--- config.mk ---
export PLATFORM = sky130hd
export DESIGN_NAME = fpu_result_stage
export DESIGN_NICKNAME = d
export VERILOG_FILES = /design/src/rtl/fpu_result_stage.sv
export SDC_FILE = /design/constraint.sdc
export NUM_CORES = 1
export LEC_CHECK = 0
export ABC_AREA = 1
export CORE_UTILIZATION = 50
export CTS_BUF_LIST = sky130_fd_sc_hd__clkbuf_8
export CTS_CLUSTER_DIAMETER = 120
export DETAILED_ROUTE_END_ITERATION = 12
export GPL_TIMING_DRIVEN = 0
export PLACE_DENSITY_LB_ADDON = 0.05
export RECOVER_POWER = 50
export SLEW_MARGIN = 0
export SYNTH_ARGS = -nofsm -noshare
export SYNTH_HDL_FRONTEND = slang
export SYNTH_SLANG_ARGS = --single-unit
--- constraint.sdc ---
create_clock -name clk -period 6.1 [get_ports clk]
set_clock_uncertainty 0.1 [all_clocks]
set_input_delay 1.22 -clock clk [delete_from_list [all_inputs] [get_ports clk]]
set_output_delay 1.22 -clock clk [all_outputs]
set_load 0.005 [all_outputs]
--- src/rtl/fpu_result_stage.sv ---
// fpu_result_stage
//   Registered writeback stage behind the combinational FP ALU. Captures
//   {result, flags, op} under a valid/ready handshake into a small FIFO,
//   accumulates sticky IEEE exception flags and pulses trap for one cycle
//   on every accepted result that raises an enabled exception.
//
// Ports
//   clk, rst                 clock, asynchronous active-high reset
//   in_valid / in_ready      upstream handshake (in_ready = count < DEPTH)
//   in_result/in_flags/in_op ALU result, flags {nv,dz,of,uf,nx}, op code
//   out_valid / out_ready    downstream handshake, FIFO head
//   out_result/out_flags/out_op  FIFO head contents
//   fflags, flags_clr        sticky flags and their synchronous clear
//   trap_mask, trap          per-flag trap enable, one-cycle trap pulse
//   cnt_sel, op_count        per-op counter readout
//
// Configuration
//   FPU_OPCOUNT_EN  when defined, four saturating CNT_W-bit per-op counters
//                   are built; otherwise op_count is tied to zero.

module fpu_result_stage #(
  parameter int exp   = 8,
  parameter int frac  = 23,
  parameter int width = exp + frac + 1,
  parameter int DEPTH = 2,
  parameter int CNT_W = 16
) (
  input  logic             clk,
  input  logic             rst,
  input  logic             in_valid,
  output logic             in_ready,
  input  logic [width-1:0] in_result,
  input  logic [4:0]       in_flags,
  input  logic [1:0]       in_op,
  output logic             out_valid,
  input  logic             out_ready,
  output logic [width-1:0] out_result,
  output logic [4:0]       out_flags,
  output logic [1:0]       out_op,
  output logic [4:0]       fflags,
  input  logic             flags_clr,
  input  logic [4:0]       trap_mask,
  output logic             trap,
  input  logic [1:0]       cnt_sel,
  output logic [CNT_W-1:0] op_count
);

  localparam int PW = (DEPTH > 1) ? $clog2(DEPTH) : 1;
  localparam int CW = $clog2(DEPTH + 1);
  localparam int EW = width + 7;
  localparam logic [CW-1:0] DEPTH_C = CW'(DEPTH);

  logic [EW-1:0] mem_q [DEPTH];
  logic [PW-1:0] wr_ptr_q, wr_ptr_d;
  logic [PW-1:0] rd_ptr_q, rd_ptr_d;
  logic [CW-1:0] count_q, count_d;
  logic [4:0]    fflags_q, fflags_d;
  logic          trap_q, trap_d;
  logic          push, pop;

  // in_ready comes only from the registered count, so a full FIFO never
  // accepts in the same cycle it is popped.
  assign in_ready  = (count_q < DEPTH_C);
  assign out_valid = (count_q != '0);
  assign push      = in_valid & in_ready;
  assign pop       = out_valid & out_ready;

  assign {out_op, out_flags, out_result} = mem_q[rd_ptr_q];
  assign fflags = fflags_q;
  assign trap   = trap_q;

  always_comb begin
    wr_ptr_d = wr_ptr_q;
    rd_ptr_d = rd_ptr_q;
    count_d  = count_q;
    fflags_d = fflags_q;
    trap_d   = 1'b0;

    // Pointers wrap naturally because DEPTH is a power of two.
    if (push) wr_ptr_d = wr_ptr_q + PW'(1);
    if (pop)  rd_ptr_d = rd_ptr_q + PW'(1);

    if (push && !pop)      count_d = count_q + CW'(1);
    else if (!push && pop) count_d = count_q - CW'(1);

    // Clear takes effect before the new flags are merged in.
    if (flags_clr)  fflags_d = push ? in_flags : 5'b0;
    else if (push)  fflags_d = fflags_q | in_flags;

    trap_d = push & (|(in_flags & trap_mask));
  end

  always_ff @(posedge clk or posedge rst) begin
    if (rst) begin
      wr_ptr_q <= '0;
      rd_ptr_q <= '0;
      count_q  <= '0;
      fflags_q <= '0;
      trap_q   <= 1'b0;
    end else begin
      wr_ptr_q <= wr_ptr_d;
      rd_ptr_q <= rd_ptr_d;
      count_q  <= count_d;
      fflags_q <= fflags_d;
      trap_q   <= trap_d;
    end
  end

  // Storage is reset too so the head reads as zero straight out of reset.
  always_ff @(posedge clk or posedge rst) begin
    if (rst) begin
      for (int i = 0; i < DEPTH; i++) mem_q[i] <= '0;
    end else if (push) begin
      mem_q[wr_ptr_q] <= {in_op, in_flags, in_result};
    end
  end

`ifdef FPU_OPCOUNT_EN
  logic [CNT_W-1:0] cnt_q [4];

  always_ff @(posedge clk or posedge rst) begin
    if (rst) begin
      for (int i = 0; i < 4; i++) cnt_q[i] <= '0;
    end else if (push && (cnt_q[in_op] != '1)) begin
      cnt_q[in_op] <= cnt_q[in_op] + CNT_W'(1);
    end
  end

  assign op_count = cnt_q[cnt_sel];
`else
  logic unused_cnt_sel;
  assign unused_cnt_sel = ^cnt_sel;
  assign op_count       = '0;
`endif

endmodule
==> flow_summary.toml, run 1 <==
[final_layout]
final_nets = 662
final_common_cell = "nand2_1"
diodes = 0
seqCellArea_um2 = 2200
multi_input_area_um2 = 1340
fillCellCount = 650
drive_above_1_share_pct = 6.50
final_cell_mix = "nand2_1, clkdlybuf4s50_1, dfrtp_1"
area_delta_synth_final_pct = 33.8
layoutNonFillerInstCount = 717

[clock_network]
clk_pin_slew_ns = 0.08
cts_max_level = 3
cts_resized = 0
cts.hold.buffers_added = 0
post-cts-setup-buffer-count = 0
cts_tree = "built"
worstSkewPairLatency_ns = 0.34
cts_buffers = 9
max-clock-path-buffers = 2
cts_num_sinks = 88
root_buffer = "clkbuf_8"

[worst_setup_path]
r2r_slack_ns = 4.17
start_kind = "flip-flop"
criticalPathCategory = "reg -> out"
crit-reg2reg-launch = "count_q[1]$_DFFE_PP0P_"
crit_path_start = "rd_ptr_q$_DFFE_PP0P_"
max_stage_delay_ns = 0.51
crit_buf_inv = 4
crit_chain = "clkbuf_1 -> inv_1 -> clkbuf_1 -> nand2_1 -> nand2_1 -> clkdlybuf4s50_1"
cp.arrival_ns = 2.12
path_max_fanout = 10
cp_top_family = "buffers and inverters"
r2r_cells = 6
crit_path_top_delay_cell = "clkdlybuf4s50_1"
r2r_end = "mem_q[77]$_DFFE_PP0P_"
end_kind = "output pin"
critPathRequiredTime_ns = 4.78

[floorplanning]
rows = 32
initial_core_util_pct = 51.6
chipHeight_um = 91.0
die-area_um2 = 8290
ios = 114
die-width_um = 91.0
core-area_um2 = 7690

[min_path]
holdPathEnd = "mem_q[42]$_DFFE_PP0P_"
worstHoldPathCells = 2
min-delay-start = "mem_q[42]$_DFFE_PP0P_"
hp-class = "reg -> reg"

[drt]
postRouteAntennaNets = 0
via_per_inst = 4.84
num_vias = 3473
totalWireLength_um = 8910
drtPass1Iterations = 4
drt-initial-drc-count = 178
remaining_drc_errors = 0
wl_per_cell_um = 12.4

[grt]
grt_start_max_net_pins = 52
grt_pass1_vias = 3360
grt_pass1_wl_um = 15200
track_usage_pct = 23.0
grt_overflow_total = 0
antenna_found_initial = 0

[timing]
worst_pin_slew_ns = 1.72
worst_slack_ns = 2.66
whs_ns = 0.387
max_slew_margin_pct = -15.4
rsz0062_at_grt = "false"
fin_crit_ns = 3.44
setup_viol = 0
report.final.slew_viol_count = 38
hold_viol = 0
final.setup.tns_ns = 0
clock.fmax_ghz = 0.290
fin_crit_sh_pct = 56.5

[place]
placedCellCount = 701
dp_hpwl_um = 6150
numPortBuffers = 95
place_congestion = 0.765
place_ws_ns = 3.05

[pwr]
power-per-cell-area_nw_per_um2 = 485
ir_drop_mv = 0.216
p_leak_nw = 2.76

[synth]
syn_area_um2 = 3960
yosys-top-cells-area = "dfrtp_1, nand2_1, o21ai_0, inv_1, o21ai_1"
syn_inst = 488
yosysTopAreaCell = "dfrtp_1"
ys_types = 19
ys_seq_area_share_pct = 55.6
ys_seq_elements = 88
synth_area_per_cell_um2 = 8.12
synth.top_cell.area_share_pct = 55.6
yosys_warnings = 0

[job]
cap_violations = 1

[outcome]
outcome = "finished with violations"
violations = "capacitance limit, slew limit"
-- layer usage --
metal  vias to the layer above  track usage [%]  share of wire, %
met5                         -                0                 0
met4                         0             7.54              0.83
met3                         7             3.60               5.1
met2                       104             39.6                49
met1                      1657             29.7                45
li1                       1705                -                 -
-- cell type report --
cell class / instances / share of cell area (%)
Multi-Input combinational cell: 321 / 25.3
Inverter: 53 / 3.78
Clock buffer: 10 / 2.60
Buffer: 41 / 4.32
Tap cell: 102 / 2.41
Timing Repair Buffer: 96 / 18.5
Clock inverter: 6 / 1.60
Sequential cell: 88 / 41.5
-- synth_stat cells, drive strengths merged --
cell type and n:
nand2 213, dfrtp 88, o21ai 78, inv 53, buf 27, clkbuf 14, o22ai 5, nand3 3
nor2 3, conb 1, ha 1, nand4 1, xnor2 1
-- metrics by stage --
| stage | total power, mW | cell area (µm²) | util [%] |
|---|---|---|---|
| finish | 2.57 | 5300 | 69.0 |
| global route | 2.78 | 5300 | 69.0 |
| CTS | 2.61 | 5350 | 69.6 |
| detailed placement | 2.17 | 5130 | 66.7 |
| global placement | 2.13 | 5100 | 66.3 |
| floorplan | 1.58 | 4020 | - |
-- tightest hold or removal path: stages, from the launching register on --
cell	delay, ns
dfrtp_1	0.35
nand2_1	0.05
o21ai_0	0.06
-- worst max-delay path by stage --
stage,end,slack (ns),cells past startpoint
2_1_floorplan,count_q[0]$_DFFE_PP0P_,2.50,1
3_3_place_gp,fflags[4]$_DFFE_PP0P_,1.23,2
3_5_place_dp,out_result[30],3.05,6
4_1_cts,out_result[30],2.66,6
5_1_grt,out_result[9],2.50,6
6_report,out_result[30],2.66,6
-- logic make-up (layout without fill, tap and decap cells) --
kind of cell	after synthesis	count (layout)	share of synthesized area, %
compound gates	83	83	10.6
flops	88	88	55.6
simple gates	220	220	21.6
xor+xnor	1	1	0.221
other cells	1	16	0.0946
buf+inv	94	206	11.6
fa+ha+maj	1	1	0.316
-- registers in the layout, summed over array words and instances (netlist names) --
name,flops
mem_q,78
fflags,5
count_q,2
rd_ptr_q,1
trap,1
wr_ptr_q,1
-- report_power, final --
group	internal, mW	leakage (nW)	switching, mW
clock	0.241	0.119	0.201
sequential	0.847	1.10	0.137
combinational	0.577	1.54	0.568
total	1.66	2.76	0.905
Note: power is estimated with default switching activity, not from simulation.
==> inputs of run 2 (changes only) <==
Settings changed: CORE_UTILIZATION 50 to 49.
Clock period 6.1 ns to 3.4 ns, I/O delays scaled along.
==> run 2 against run 1 <==
- the flow now finishes without violations
- hold slack gained 0.0011 ns
- global-route usage grew 0.12 points
- sequential cell count is the same
- register-to-register slack lost 2.7 ns
- clock-buffer cell count shrank 1
- power grew 78%
- die area grew 2.0%
- routed wire length grew 2.5%
- sequential power grew 79%
==> flow_summary.toml, run 2 (same netlist as run 1, synthesis figures left out) <==
[outcome]
outcome = "finished clean"

[worst_setup_path]
max_stage_delay_ns = 0.51
start_kind = "flip-flop"
r2r_cells = 6
crit_path_top_delay_cell = "clkdlybuf4s50_1"
cp.arrival_ns = 2.20
end_kind = "output pin"
crit_chain = "clkbuf_1 -> inv_1 -> clkbuf_1 -> nand2_1 -> nand2_1 -> clkdlybuf4s50_1"
critPathRequiredTime_ns = 2.62
path_max_fanout = 10
criticalPathCategory = "reg -> out"

[floorplanning]
initial_core_util_pct = 51.0
die-area_um2 = 8450
ios = 114
core-area_um2 = 7770
rows = 32
die-width_um = 91.9
chipHeight_um = 91.9

[clock_network]
cts_max_level = 3
clk_pin_slew_ns = 0.08
cts.hold.buffers_added = 0
cts_buffers = 9
cts_resized = 0
worstSkewPairLatency_ns = 0.35
cts_num_sinks = 88
root_buffer = "clkbuf_8"
cts_tree = "built"
post-cts-setup-buffer-count = 0
max-clock-path-buffers = 2

[drt]
totalWireLength_um = 9130
via_per_inst = 4.70
drt-initial-drc-count = 178
remaining_drc_errors = 0
postRouteAntennaNets = 0
drtPass1Iterations = 5
wl_per_cell_um = 12.8
num_vias = 3367

[min_path]
hp-class = "reg -> reg"
worstHoldPathCells = 2

[final_layout]
area_delta_synth_final_pct = 33.5
diodes = 0
drive_above_1_share_pct = 6.68
final_nets = 662
final_common_cell = "nand2_1"
largest_register_ffs = 78
final_cell_mix = "nand2_1, clkdlybuf4s50_1, dfrtp_1"
seqCellArea_um2 = 2200
multi_input_area_um2 = 1340
largest-register = "mem_q"
fillCellCount = 649

[grt]
grt_overflow_total = 0
track_usage_pct = 23.1
grt_start_max_net_pins = 77
grt_pass1_vias = 3283
antenna_found_initial = 0
grt_pass1_wl_um = 15200

[timing]
hold_viol = 0
clock.fmax_ghz = 0.335
fin_crit_ns = 2.98
rsz0062_at_grt = "false"
final.setup.tns_ns = 0
report.final.slew_viol_count = 0
setup_viol = 0
fin_crit_sh_pct = 87.8
max_slew_margin_pct = 55.4
worst_slack_ns = 0.416
worst_pin_slew_ns = 0.665

[place]
place_congestion = 0.729
dp_hpwl_um = 6100
numPortBuffers = 95
place_ws_ns = 0.827

[pwr]
p_leak_nw = 2.76
ir_drop_mv = 0.536
power-per-cell-area_nw_per_um2 = 866

[job]
cap_violations = 0
run 2: changes by cell type in the layout (fill, tap and decap cells not counted), sizes merged:
cell	before	now
buf	23	24
clkbuf	29	27
clkdlybuf4s50	92	93
dlygate4sd3	3	2
run 2: layer usage:
| layer | vias up | wire, µm | part of all wire, % | track usage [%] |
|---|---|---|---|---|
| li1 | 1703 | - | - | - |
| met5 | - | 0 | 0 | 0 |
| met3 | 7 | 485 | 5.3 | 3.48 |
| met4 | 0 | 89 | 0.97 | 7.81 |
| met2 | 96 | 4480 | 49 | 39.0 |
| met1 | 1561 | 4080 | 45 | 30.6 |
run 2: worst paths after layout:
path                                   startpoint                    end  slack (ns)
max                          rd_ptr_q$_DFFE_PP0P_         out_result[29]        0.42
min                         mem_q[42]$_DFFE_PP0P_  mem_q[42]$_DFFE_PP0P_        0.39
max reg2reg                count_q[1]$_DFFE_PP0P_   mem_q[9]$_DFFE_PP0P_        1.51
min reg2reg                 mem_q[42]$_DFFE_PP0P_  mem_q[42]$_DFFE_PP0P_        0.39
max in group asynchronous                     rst  mem_q[70]$_DFFE_PP0P_        1.71
min in group asynchronous                     rst   mem_q[3]$_DFFE_PP0P_        0.76
run 2: per-stage QoR:
stage | hold slack, ns | cell area (µm²) | utilization, % | cells | power, mW
after floorplan | 0.353 | 4020 | - | 503 | 2.83
after detailed placement | 0.373 | 5130 | 66.0 | 701 | 3.89
final | 0.388 | 5290 | 68.1 | 716 | 4.58
after global placement | 0.366 | 5100 | 65.6 | 700 | 3.82
after global routing | 0.400 | 5290 | 68.1 | 716 | 4.95
after CTS | 0.392 | 5330 | 68.6 | 716 | 4.65
run 2: where the power goes:
group	internal, mW	switching, mW
logic	1.04	1.03
registers	1.52	0.241
clock network	0.403	0.354
run 2: final cells by class:
cell class	count	area share, %
sequential	88	41.6
multi-input combinational	321	25.4
timing repair buffer	96	18.5
buffer	41	4.49
inverter	53	3.78
tap	102	2.41
clock buffer	9	2.34
clock inverter	6	1.47
run 2: critical path: cells and delay by family (launching register included):
| kind | cells | cell delay [ns] |
|---|---|---|
| buffers and inverters | 4 | 1.24 |
| DFF | 1 | 0.36 |
| and+or+nand+nor | 2 | 0.26 |
